### config.mk
export PLATFORM = sky130hd
export DESIGN_NAME = fetch_unit
export DESIGN_NICKNAME = d
export VERILOG_FILES = /design/src/rtl/lc3b_types_pkg.sv /design/src/rtl/fetch_fifo.sv /design/src/rtl/fetch_unit.sv
export SDC_FILE = /design/constraint.sdc
export NUM_CORES = 1
export LEC_CHECK = 0
export BUFFER_PORTS_ARGS = -buffer_cell sky130_fd_sc_hd__buf_2
export CAP_MARGIN = 10
export CORE_MARGIN = 4
export CORE_UTILIZATION = 58
export CTS_CLUSTER_SIZE = 20
export DETAILED_ROUTE_END_ITERATION = 10
export PLACE_DENSITY = 0.93
export SLEW_MARGIN = 5
export SYNTH_ARGS = -nofsm -noshare
export SYNTH_HDL_FRONTEND = slang
export SYNTH_SLANG_ARGS = --single-unit
### constraint.sdc
create_clock -name clk -period 7 [get_ports clk]
set_clock_uncertainty 0.1 [all_clocks]
set_input_delay 0.7 -clock clk [delete_from_list [all_inputs] [get_ports clk]]
set_output_delay 0.7 -clock clk [all_outputs]
set_load 0.02 [all_outputs]
### src/rtl/lc3b_types_pkg.sv
// Shared lc3b datapath types: words, fetch-buffer entries and fetch FSM states.
package lc3b_types;

  typedef logic [15:0] lc3b_word;

  typedef struct packed {
    lc3b_word pc;
    lc3b_word instr;
  } lc3b_fetch_entry;

  typedef enum logic [1:0] {
    FETCH_IDLE,
    FETCH_REQ,
    FETCH_DRAIN
  } fetch_state_t;

  localparam lc3b_word LC3B_INSTR_BYTES = 16'd2;

endpackage

### src/rtl/fetch_fifo.sv
// Small power-of-two FIFO holding fetched {pc, instr} pairs; flush empties it.
module fetch_fifo
  import lc3b_types::*;
#(
  parameter int DEPTH = 2
) (
  input  logic                    clk,
  input  logic                    reset,
  input  logic                    flush,
  input  logic                    push,
  input  lc3b_fetch_entry         push_data,
  input  logic                    pop,
  output lc3b_fetch_entry         head,
  output logic [$clog2(DEPTH):0]  count,
  output logic                    empty,
  output logic                    full
);

  localparam int PW = $clog2(DEPTH);
  localparam logic [PW:0] CNT_FULL = (PW+1)'(DEPTH);

  lc3b_fetch_entry mem_q [DEPTH];
  logic [PW-1:0]   rd_ptr_q, wr_ptr_q;
  logic [PW:0]     count_q;
  logic            do_push, do_pop;

  assign empty   = (count_q == '0);
  assign full    = (count_q == CNT_FULL);
  assign do_push = push & ~full;
  assign do_pop  = pop & ~empty;
  assign count   = count_q;
  assign head    = mem_q[rd_ptr_q];

  // Pointers and occupancy; flush wins over any push/pop in the same cycle.
  always_ff @(posedge clk) begin
    if (reset || flush) begin
      rd_ptr_q <= '0;
      wr_ptr_q <= '0;
      count_q  <= '0;
    end else begin
      if (do_push) wr_ptr_q <= wr_ptr_q + 1'b1;
      if (do_pop)  rd_ptr_q <= rd_ptr_q + 1'b1;
      unique case ({do_push, do_pop})
        2'b10:   count_q <= count_q + 1'b1;
        2'b01:   count_q <= count_q - 1'b1;
        default: count_q <= count_q;
      endcase
    end
  end

  // Entry storage; contents need no reset since occupancy gates visibility.
  always_ff @(posedge clk) begin
    if (do_push && !flush && !reset) mem_q[wr_ptr_q] <= push_data;
  end

endmodule

### src/rtl/fetch_unit.sv
// lc3b instruction fetch: owns the fetch PC, issues single outstanding reads,
// buffers responses and presents them to the IR with valid/ready.
module fetch_unit
  import lc3b_types::*;
#(
  parameter int       DEPTH    = 2,
  parameter lc3b_word RESET_PC = 16'h0000
) (
  input  logic     clk,
  input  logic     reset,
  input  logic     redirect,
  input  lc3b_word redirect_pc,
  output lc3b_word mem_address,
  output logic     mem_read,
  input  logic     mem_resp,
  input  lc3b_word mem_rdata,
  output logic     instr_valid,
  input  logic     instr_ready,
  output lc3b_word instr,
  output lc3b_word instr_pc,
  output lc3b_word instr_next_pc
);

  localparam int CNT_W = $clog2(DEPTH) + 1;
  localparam logic [CNT_W-1:0] CNT_DEPTH = CNT_W'(DEPTH);

  fetch_state_t    state_q, state_d;
  lc3b_word        fetch_pc_q, fetch_pc_d;
  lc3b_word        mem_addr_q, mem_addr_d;
  logic            resp_accept;
  lc3b_fetch_entry head;
  logic [CNT_W-1:0] fifo_count;
  logic            fifo_empty, fifo_full;

  // State, fetch PC and the request address (frozen while a read is out).
  always_ff @(posedge clk) begin
    if (reset) begin
      state_q    <= FETCH_IDLE;
      fetch_pc_q <= RESET_PC;
      mem_addr_q <= RESET_PC;
    end else begin
      state_q    <= state_d;
      fetch_pc_q <= fetch_pc_d;
      mem_addr_q <= mem_addr_d;
    end
  end

  // Next state: a redirect turns an in-flight read into a drain so its
  // response is swallowed rather than aborted at the memory.
  always_comb begin
    state_d     = state_q;
    fetch_pc_d  = fetch_pc_q;
    resp_accept = 1'b0;
    unique case (state_q)
      FETCH_IDLE: begin
        if (!redirect && (fifo_count < CNT_DEPTH)) state_d = FETCH_REQ;
      end
      FETCH_REQ: begin
        if (mem_resp) begin
          state_d = FETCH_IDLE;
          if (!redirect) begin
            resp_accept = 1'b1;
            fetch_pc_d  = fetch_pc_q + LC3B_INSTR_BYTES;
          end
        end else if (redirect) begin
          state_d = FETCH_DRAIN;
        end
      end
      FETCH_DRAIN: begin
        if (mem_resp) state_d = FETCH_IDLE;
      end
      default: state_d = FETCH_IDLE;
    endcase
    if (redirect) fetch_pc_d = {redirect_pc[15:1], 1'b0};
    mem_addr_d = ((state_q == FETCH_IDLE) || (state_d == FETCH_IDLE)) ? fetch_pc_d : mem_addr_q;
  end

  // Outputs: the read is held for the whole of REQ and DRAIN.
  always_comb begin
    mem_read    = (state_q != FETCH_IDLE);
    mem_address = mem_addr_q;
    instr_valid = ~fifo_empty & ~redirect;
  end

  fetch_fifo #(.DEPTH(DEPTH)) u_fifo (
    .clk       (clk),
    .reset     (reset),
    .flush     (redirect),
    .push      (resp_accept & ~fifo_full),
    .push_data ('{pc: fetch_pc_q, instr: mem_rdata}),
    .pop       (instr_valid & instr_ready),
    .head      (head),
    .count     (fifo_count),
    .empty     (fifo_empty),
    .full      (fifo_full)
  );

  assign instr         = head.instr;
  assign instr_pc      = head.pc;
  assign instr_next_pc = head.pc + LC3B_INSTR_BYTES;

endmodule

==> out/metrics.cfg, run 1 <==
[route]
drt_iter0_markers = 138
vias = 3063
wl_um = 9130
detail_route.first_pass.iterations = 4
drc = 0
vias_per_cell = 5.51
wl_per_cell_um = 16.4
ant_nets = 0

[global_route]
grt-busiest-layer = met2
met1_usage_pct = 26.3
grt_max_degree = 43
grt_usage_pct = 20.9
overflow = 0
grt_pass1_vias = 2997
grt_pass1_wl_um = 14400
gr-usage-met2_pct = 34.6
use_met3_pct = 5.92
antenna_found_initial = 0

[synthesis]
synth-seq-cells = 103
synth_edf_count = 64
postSynthAreaPerCell_sq_um = 12.5
synth_top_area_share_pct = 43.4
synth_sequential_area_ratio_pct = 61.0
synthDistinctLibCells = 46
ys_top_cells_by_area = edfxtp_1 43%, dfxtp_1 18%, mux2_2 7.1%
yosys_warnings = 0
synthFlopType = edfxtp_1
netlist_instances = 354
synthArstFlopShare_pct = 0
syn_area_sq_mm = 0.00443
syn_nets = 394
synth_top_area_cell = edfxtp_1

[sta]
period_minus_slack_ns = 3.82
slew_violations = 0
worstMarginPinSlew_ns = 1.01
fmax_mhz = 262
max-slew-margin-rel_pct = 32.5
hold_viol = 0
rsz0062_at_grt = false
finalSetupViolations = 0
period_share_pct = 54.5
tns_ns = 0

[cts]
clock_sinks = 103
clock_latency_ns = 0.35
cts_hold_buf = 0
root_buffer = clkbuf_8
clk_pin_slew_ns = 0.09
h-tree-depth = 3
post_cts_resized = 0
numCtsBuffers = 9
cts_setup_buffers = 0
cts_buffer_depth = 2
cts_tree = done

[worst_setup_path]
worstPathRequired_ns = 6.20
worstSetupEndpointType = primary output
worstPathArrival_ns = 3.02
critPathLaunchType = flip-flop
critical_path_class = reg2out
cp_slowest_cell = dfxtp_2
path_delay_family = flip-flops
crit_chain = mux2i_1, inv_1, ha_1, nand4b_1, a21oi_1, and2_1, o211ai_1, xnor2_1, buf_2
crit_buf_inv = 2
slowest_delay_ns = 0.93
path_max_fanout = 42

[pwr]
p_leak_nw = 2.05
power_density_mw_per_mm2 = 211
power_mw = 1.09
peakVddDrop_mv = 0.123

[cells_and_area]
layout.nets = 492
nFillCells = 520
drive_gt1_share_pct = 34.8
antenna_cells = 0
syn_to_final_growth_pct = 16.5
layout_common_cells = 101 x buf_2, 64 x edfxtp_1, 43 x nor2_1
final_cell_area_sq_mm = 0.00517
fin_util_pct = 70.5
layout.cells.most_common = buf_2

[run]
drv_cap = 0

[die]
die_h_um = 95.4
ioPinCount = 103
die_x_um = 95.4
dieArea_sq_mm = 0.00911
core_sq_mm = 0.00733
initial_core_util_pct = 60.5
row_count = 31

[status]
status = finished, final reports clean

[place]
gp_congestion = 0.859
placed_area_sq_mm = 0.00499
dp_hpwl_um = 6440
portBuffers = 101

[worst_hold_path]
worstHoldPathType = reg2reg

## registers in the layout, indices dropped and copies added, names as in the netlist, named ones only
| register | count |
|---|---|
| u_fifo.mem_q | 64 |
| fetch_pc_q | 16 |
| mem_address | 16 |
| state_q | 2 |
| u_fifo.count | 2 |
| u_fifo.rd_ptr_q | 1 |
| u_fifo.wr_ptr_q | 1 |
## layer usage
metal / routed length, um / vias up
li1: - / 1480
met3: 808 / 8
met2: 4400 / 132
met4: 98 / 0
met5: 0 / -
met1: 3820 / 1443
## cell usage after synthesis (2+ instances only)
cell,count
nand2b_1,2
o21ai_0,10
dfxtp_1,39
nand3_1,13
nor4_2,3
clkbuf_1,5
nor2_1,43
and3_1,4
xor2_1,18
inv_1,8
o21a_1,2
a211oi_1,2
nand2_1,17
nand4_1,6
a21oi_1,11
o22ai_1,2
buf_4,5
o211ai_1,3
and2_1,4
o41ai_1,2
nor3_1,10
nand3b_1,3
mux2i_1,10
mux2_2,28
nand4b_4,2
xnor2_1,10
nand4b_1,2
ha_1,3
edfxtp_1,64
nor2b_1,4
buf_2,3
buf_1,2
## per-stage QoR
| stage | setup slack [ns] | instances | hold slack, ns |
|---|---|---|---|
| 2_1_floorplan | 3.08 | 354 | 0.317 |
| 3_3_place_gp | 3.69 | 540 | 0.332 |
| 3_5_place_dp | 3.62 | 540 | 0.338 |
| 4_1_cts | 3.19 | 556 | 0.361 |
| 5_1_grt | 2.87 | 556 | 0.384 |
| 6_report | 3.18 | 556 | 0.356 |
## report_power, final
group          switching (mW)  internal (mW)
combinational          0.0519         0.0325
clock                   0.198          0.131
sequential             0.0155          0.659
## kinds of logic (layout without fill, tap and decap cells)
kind of cell / Yosys count / after routing / share of synthesized area (%)
muxes: 38 / 38 / 9.37
AOI/OAI and AO/OA: 40 / 40 / 6.15
xor gates and xnor gates: 28 / 28 / 5.53
buffers and inverters: 24 / 127 / 2.71
DFF: 103 / 103 / 61.0
and+or+nand+nor: 118 / 118 / 14.4
adders and majority gates: 3 / 3 / 0.847
## path summary, 6_finish.rpt
path | from | end | slack [ns] | depth (start not counted)
min | fetch_pc_q[0] | u_fifo.mem_q[1][16] | 0.36 | 0
max reg2reg | state_q[0] | u_fifo.count[1] | 4.79 | 6
max | flip-flop | instr_next_pc[11] | 3.18 | 9
min reg2reg | fetch_pc_q[0] | u_fifo.mem_q[1][16] | 0.36 | 0
## cell type report
class                           instances  area (sq um)  area share [%]
Sequential cell                       103          2700            52.3
Clock buffer                           10           128            2.47
Tap cell                               99           124            2.40
Timing Repair Buffer                  103           520            10.1
Inverter                                8          30.0           0.581
Multi-Input combinational cell        227          1620            31.3
Clock inverter                          6          45.0           0.872
(Power assumes the default switching activity.)
==> run 2: changes to the inputs <==
CORE_UTILIZATION = 48   (was 58)
PLACE_DENSITY = 0.83   (was 0.93)
clock period = 3.15 ns   (was 7 ns; I/O delays follow)
==> out/metrics.cfg, run 2 (same netlist as run 1, synthesis figures left out) <==
[sta]
layout_setup_ws_ns = 0.278
finalSetupViolations = 0
rsz0062_at_grt = false
whs_ns = 0.0460
period_share_pct = 91.2
slew_violations = 0
period_minus_slack_ns = 2.87
fmax_mhz = 348
max-slew-margin-rel_pct = 60.5
worstMarginPinSlew_ns = 0.593
hold_viol = 0
tns_ns = 0

[cts]
clock_latency_ns = 0.36
clock_sinks = 103
h-tree-depth = 3
cts_hold_buf = 0
root_buffer = clkbuf_8
numCtsBuffers = 9
cts_buffer_depth = 2
cts_setup_buffers = 0
post_cts_resized = 0
cts_tree = done
clk_pin_slew_ns = 0.10

[cells_and_area]
drive_gt1_share_pct = 36.1
layout.nets = 495
layout_common_cells = 101 x buf_2, 64 x edfxtp_1, 43 x nor2_1
largest_reg_flops = 64
final_cell_area_sq_mm = 0.00524
final_cells = 568
antenna_cells = 0
layout.cells.most_common = buf_2
syn_to_final_growth_pct = 18.2
fin_util_pct = 59.2
max_flop_register = u_fifo.mem_q

[pwr]
p_int_mw = 1.83
power_frac_comb_pct = 7.9
power_mw = 2.43
pwr-share-clk_pct = 30.4
power_density_mw_per_mm2 = 463
power.share.sequential_pct = 61.8
peakVddDrop_mv = 0.253
p_leak_nw = 2.09
power_switching_mw = 0.591
swShare_pct = 24.4

[place]
placed_area_sq_mm = 0.00506
dp_hpwl_um = 6560
dpl_worst_slack_ns = 0.666
portBuffers = 101
gp_congestion = 0.765
placed_cells = 552

[global_route]
overflow = 0
grt_max_degree = 41
grt_usage_pct = 17.1
antenna_found_initial = 0
grt_pass1_wl_um = 14900
grt_pass1_vias = 3052

[die]
initial_core_util_pct = 50.1
die_h_um = 104
dieArea_sq_mm = 0.0108
row_count = 34
core_sq_mm = 0.00885
ioPinCount = 103
die_x_um = 104

[run]
drv_cap = 0

[worst_setup_path]
ff2ff_setup_slack_ns = 0.97
r2r_cells = 6
path_max_fanout = 40
critPathLaunchType = flip-flop
worstPathRequired_ns = 2.73
worstSetupEndpointType = primary output
worstPathArrival_ns = 2.46
critical_path_class = reg2out

[route]
wl_per_cell_um = 16.1
drc = 0
vias = 3032
vias_per_cell = 5.34
detail_route.first_pass.iterations = 4
ant_nets = 0
drt_iter0_markers = 95
wl_um = 9130

[worst_hold_path]
worstHoldPathType = in2reg
min_path_cells = 1

[status]
status = finished, final reports clean

-- run 2: cell count changes in the layout (fill, tap and decap cells not counted), moves of 2 or more --
cell        change
clkinvlp_4      -2
xnor2_2         +2
xnor2_1         -2
buf_4           +3
-- run 2: final cells by class --
class / instances / area [sq um]
Inverter: 8 / 30.0
Sequential cell: 103 / 2700
Clock inverter: 7 / 55.1
Clock buffer: 9 / 124
Multi-Input combinational cell: 227 / 1650
Tap cell: 108 / 135
Fill cell: 747 / 3610
Timing Repair Buffer: 106 / 543
-- run 2: worst paths after layout --
check	from	to
max	flip-flop	instr_next_pc[11]
min reg2reg	fetch_pc_q[0]	u_fifo.mem_q[0][16]
max reg2reg	state_q[0]	u_fifo.count[1]
min	mem_rdata[8]	u_fifo.mem_q[0][8]
-- run 2: worst max-delay path, cell delays in order (launching register included) --
cell	delay [ns]
dfxtp_2	0.39
buf_4	0.44
mux2i_1	0.21
a21oi_1	0.28
and2_1	0.29
o211ai_1	0.17
xnor2_2	0.14
buf_2	0.18
-- run 2: power by group through the flow --
stage                     Combinational, mW  Clock [mW]  Sequential (mW)
after global placement                0.186           0             1.53
after global routing                  0.210       0.809             1.50
after CTS                             0.192       0.767             1.50
after floorplan                       0.105           0             1.54
after detailed placement              0.190           0             1.53
final                                 0.191       0.737             1.50
-- run 2: metal layers --
layer | GRT usage (%) | vias up | wire (um)
met5 | 0 | - | 0
met4 | 5.03 | 0 | 79
met1 | 22.5 | 1419 | 4030
met3 | 5.21 | 7 | 690
li1 | - | 1484 | -
met2 | 27.2 | 122 | 4330
==> run 3: changes to the inputs <==
CTS_CLUSTER_SIZE = 10   (was 20)
HOLD_SLACK_MARGIN = 0.08   (was not set)
SLEW_MARGIN = 20   (was 5)
==> out/metrics.cfg, run 3 (same netlist as run 1, synthesis figures left out) <==
[sta]
worstMarginPinSlew_ns = 0.588
fmax_mhz = 350
hold_viol = 0
slew_violations = 0
tns_ns = 0
layout_setup_ws_ns = 0.290
period_minus_slack_ns = 2.86
finalSetupViolations = 0
whs_ns = 0.113
rsz0062_at_grt = false
max-slew-margin-rel_pct = 60.8
period_share_pct = 90.8

[global_route]
grt_max_degree = 41
overflow = 0
use_met3_pct = 5.40
grt_usage_pct = 17.9
gr-usage-met2_pct = 29.1
antenna_found_initial = 0
met1_usage_pct = 23.2
grt_pass1_vias = 3179
grt-busiest-layer = met2
grt_pass1_wl_um = 15700

[cells_and_area]
drive_gt1_share_pct = 34.8
layout.nets = 512
layout.cells.most_common = buf_2
largest_reg_flops = 64
final_cells = 585
syn_to_final_growth_pct = 22.0
layout_common_cells = 101 x buf_2, 64 x edfxtp_1, 43 x nor2_1
max_flop_register = u_fifo.mem_q
antenna_cells = 0

[run]
drv_cap = 0

[worst_setup_path]
ff2ff_setup_slack_ns = 0.97
path_max_fanout = 40
worstPathArrival_ns = 2.45
worstPathRequired_ns = 2.73
worstSetupEndpointType = primary output
rr_startpoint = state_q[0]
critical_path_class = reg2out
critPathLaunchType = flip-flop

[route]
vias_per_cell = 5.28
wl_per_cell_um = 16.2
ant_nets = 0
drt_iter0_markers = 98
vias = 3090
drc = 0
wl_um = 9460
detail_route.first_pass.iterations = 4

[status]
status = finished, final reports clean

[worst_hold_path]
worstHoldStart = redirect_pc[1]
worstHoldPathType = in2reg

[die]
dieArea_sq_mm = 0.0108
die_x_um = 104
initial_core_util_pct = 50.1
row_count = 34
die_h_um = 104
core_sq_mm = 0.00885
ioPinCount = 103

[cts]
clk_pin_slew_ns = 0.10
cts_setup_buffers = 0
clock_sinks = 103
post_cts_resized = 0
root_buffer = clkbuf_8
numCtsBuffers = 9
h-tree-depth = 3
clock_latency_ns = 0.36
cts_buffer_depth = 2
cts_tree = done
cts_hold_buf = 17

[place]
portBuffers = 101
gp_congestion = 0.765
dp_hpwl_um = 6560
placed_cells = 552
dpl_worst_slack_ns = 0.666

[pwr]
power_density_mw_per_mm2 = 452
power_mw = 2.45
peakVddDrop_mv = 0.253
p_leak_nw = 2.16

## run 3: power by group
group | leakage, nW | switching, mW | internal (mW) | total, mW
sequential | 0.903 | 0.0333 | 1.47 | 1.50
clock | 0.0915 | 0.445 | 0.295 | 0.741
combinational | 1.17 | 0.120 | 0.0883 | 0.208
total | 2.16 | 0.598 | 1.85 | 2.45
## run 3: path summary, 6_finish.rpt
check	endpoint	depth (start not counted)
worst max-delay path	instr_next_pc[11]	7
worst min-delay path	fetch_pc_q[1]	3
worst max register to register	u_fifo.count[1]	6
worst min register to register	u_fifo.mem_q[0][16]	0
## run 3: final cells by class
type | instances | area, sq um
multi-input cells | 227 | 1650
flip-flops and latches | 103 | 2700
clock buffers | 9 | 124
inverters | 8 | 30.0
fillers | 720 | 3440
repair buffers | 123 | 713
well taps | 108 | 135
clock inverters | 7 | 55.1
## run 3: per-layer routing
layer  routed length (um)  share of wire (%)  vias up
li1                     -                  -     1516
met1                 4200                 44     1445
met2                 4530                 48      122
met3                  638                6.7        7
met4                   79               0.84        0
met5                    0                  0        -
## run 3: per-stage QoR
stage / utilization (%) / instance area (sq um)
2_1_floorplan: - / 4470
3_3_place_gp: 57.2 / 5060
3_5_place_dp: 57.2 / 5060
4_1_cts: 61.1 / 5410
5_1_grt: 61.1 / 5410
6_report: 61.1 / 5410
## run 3: critical path: stages (launching register included)
cell      delay [ns]
dfxtp_2         0.39
buf_4           0.44
nand4_1         0.19
a21oi_1         0.28
and2_1          0.28
o211ai_1        0.17
xnor2_2         0.14
buf_2           0.19
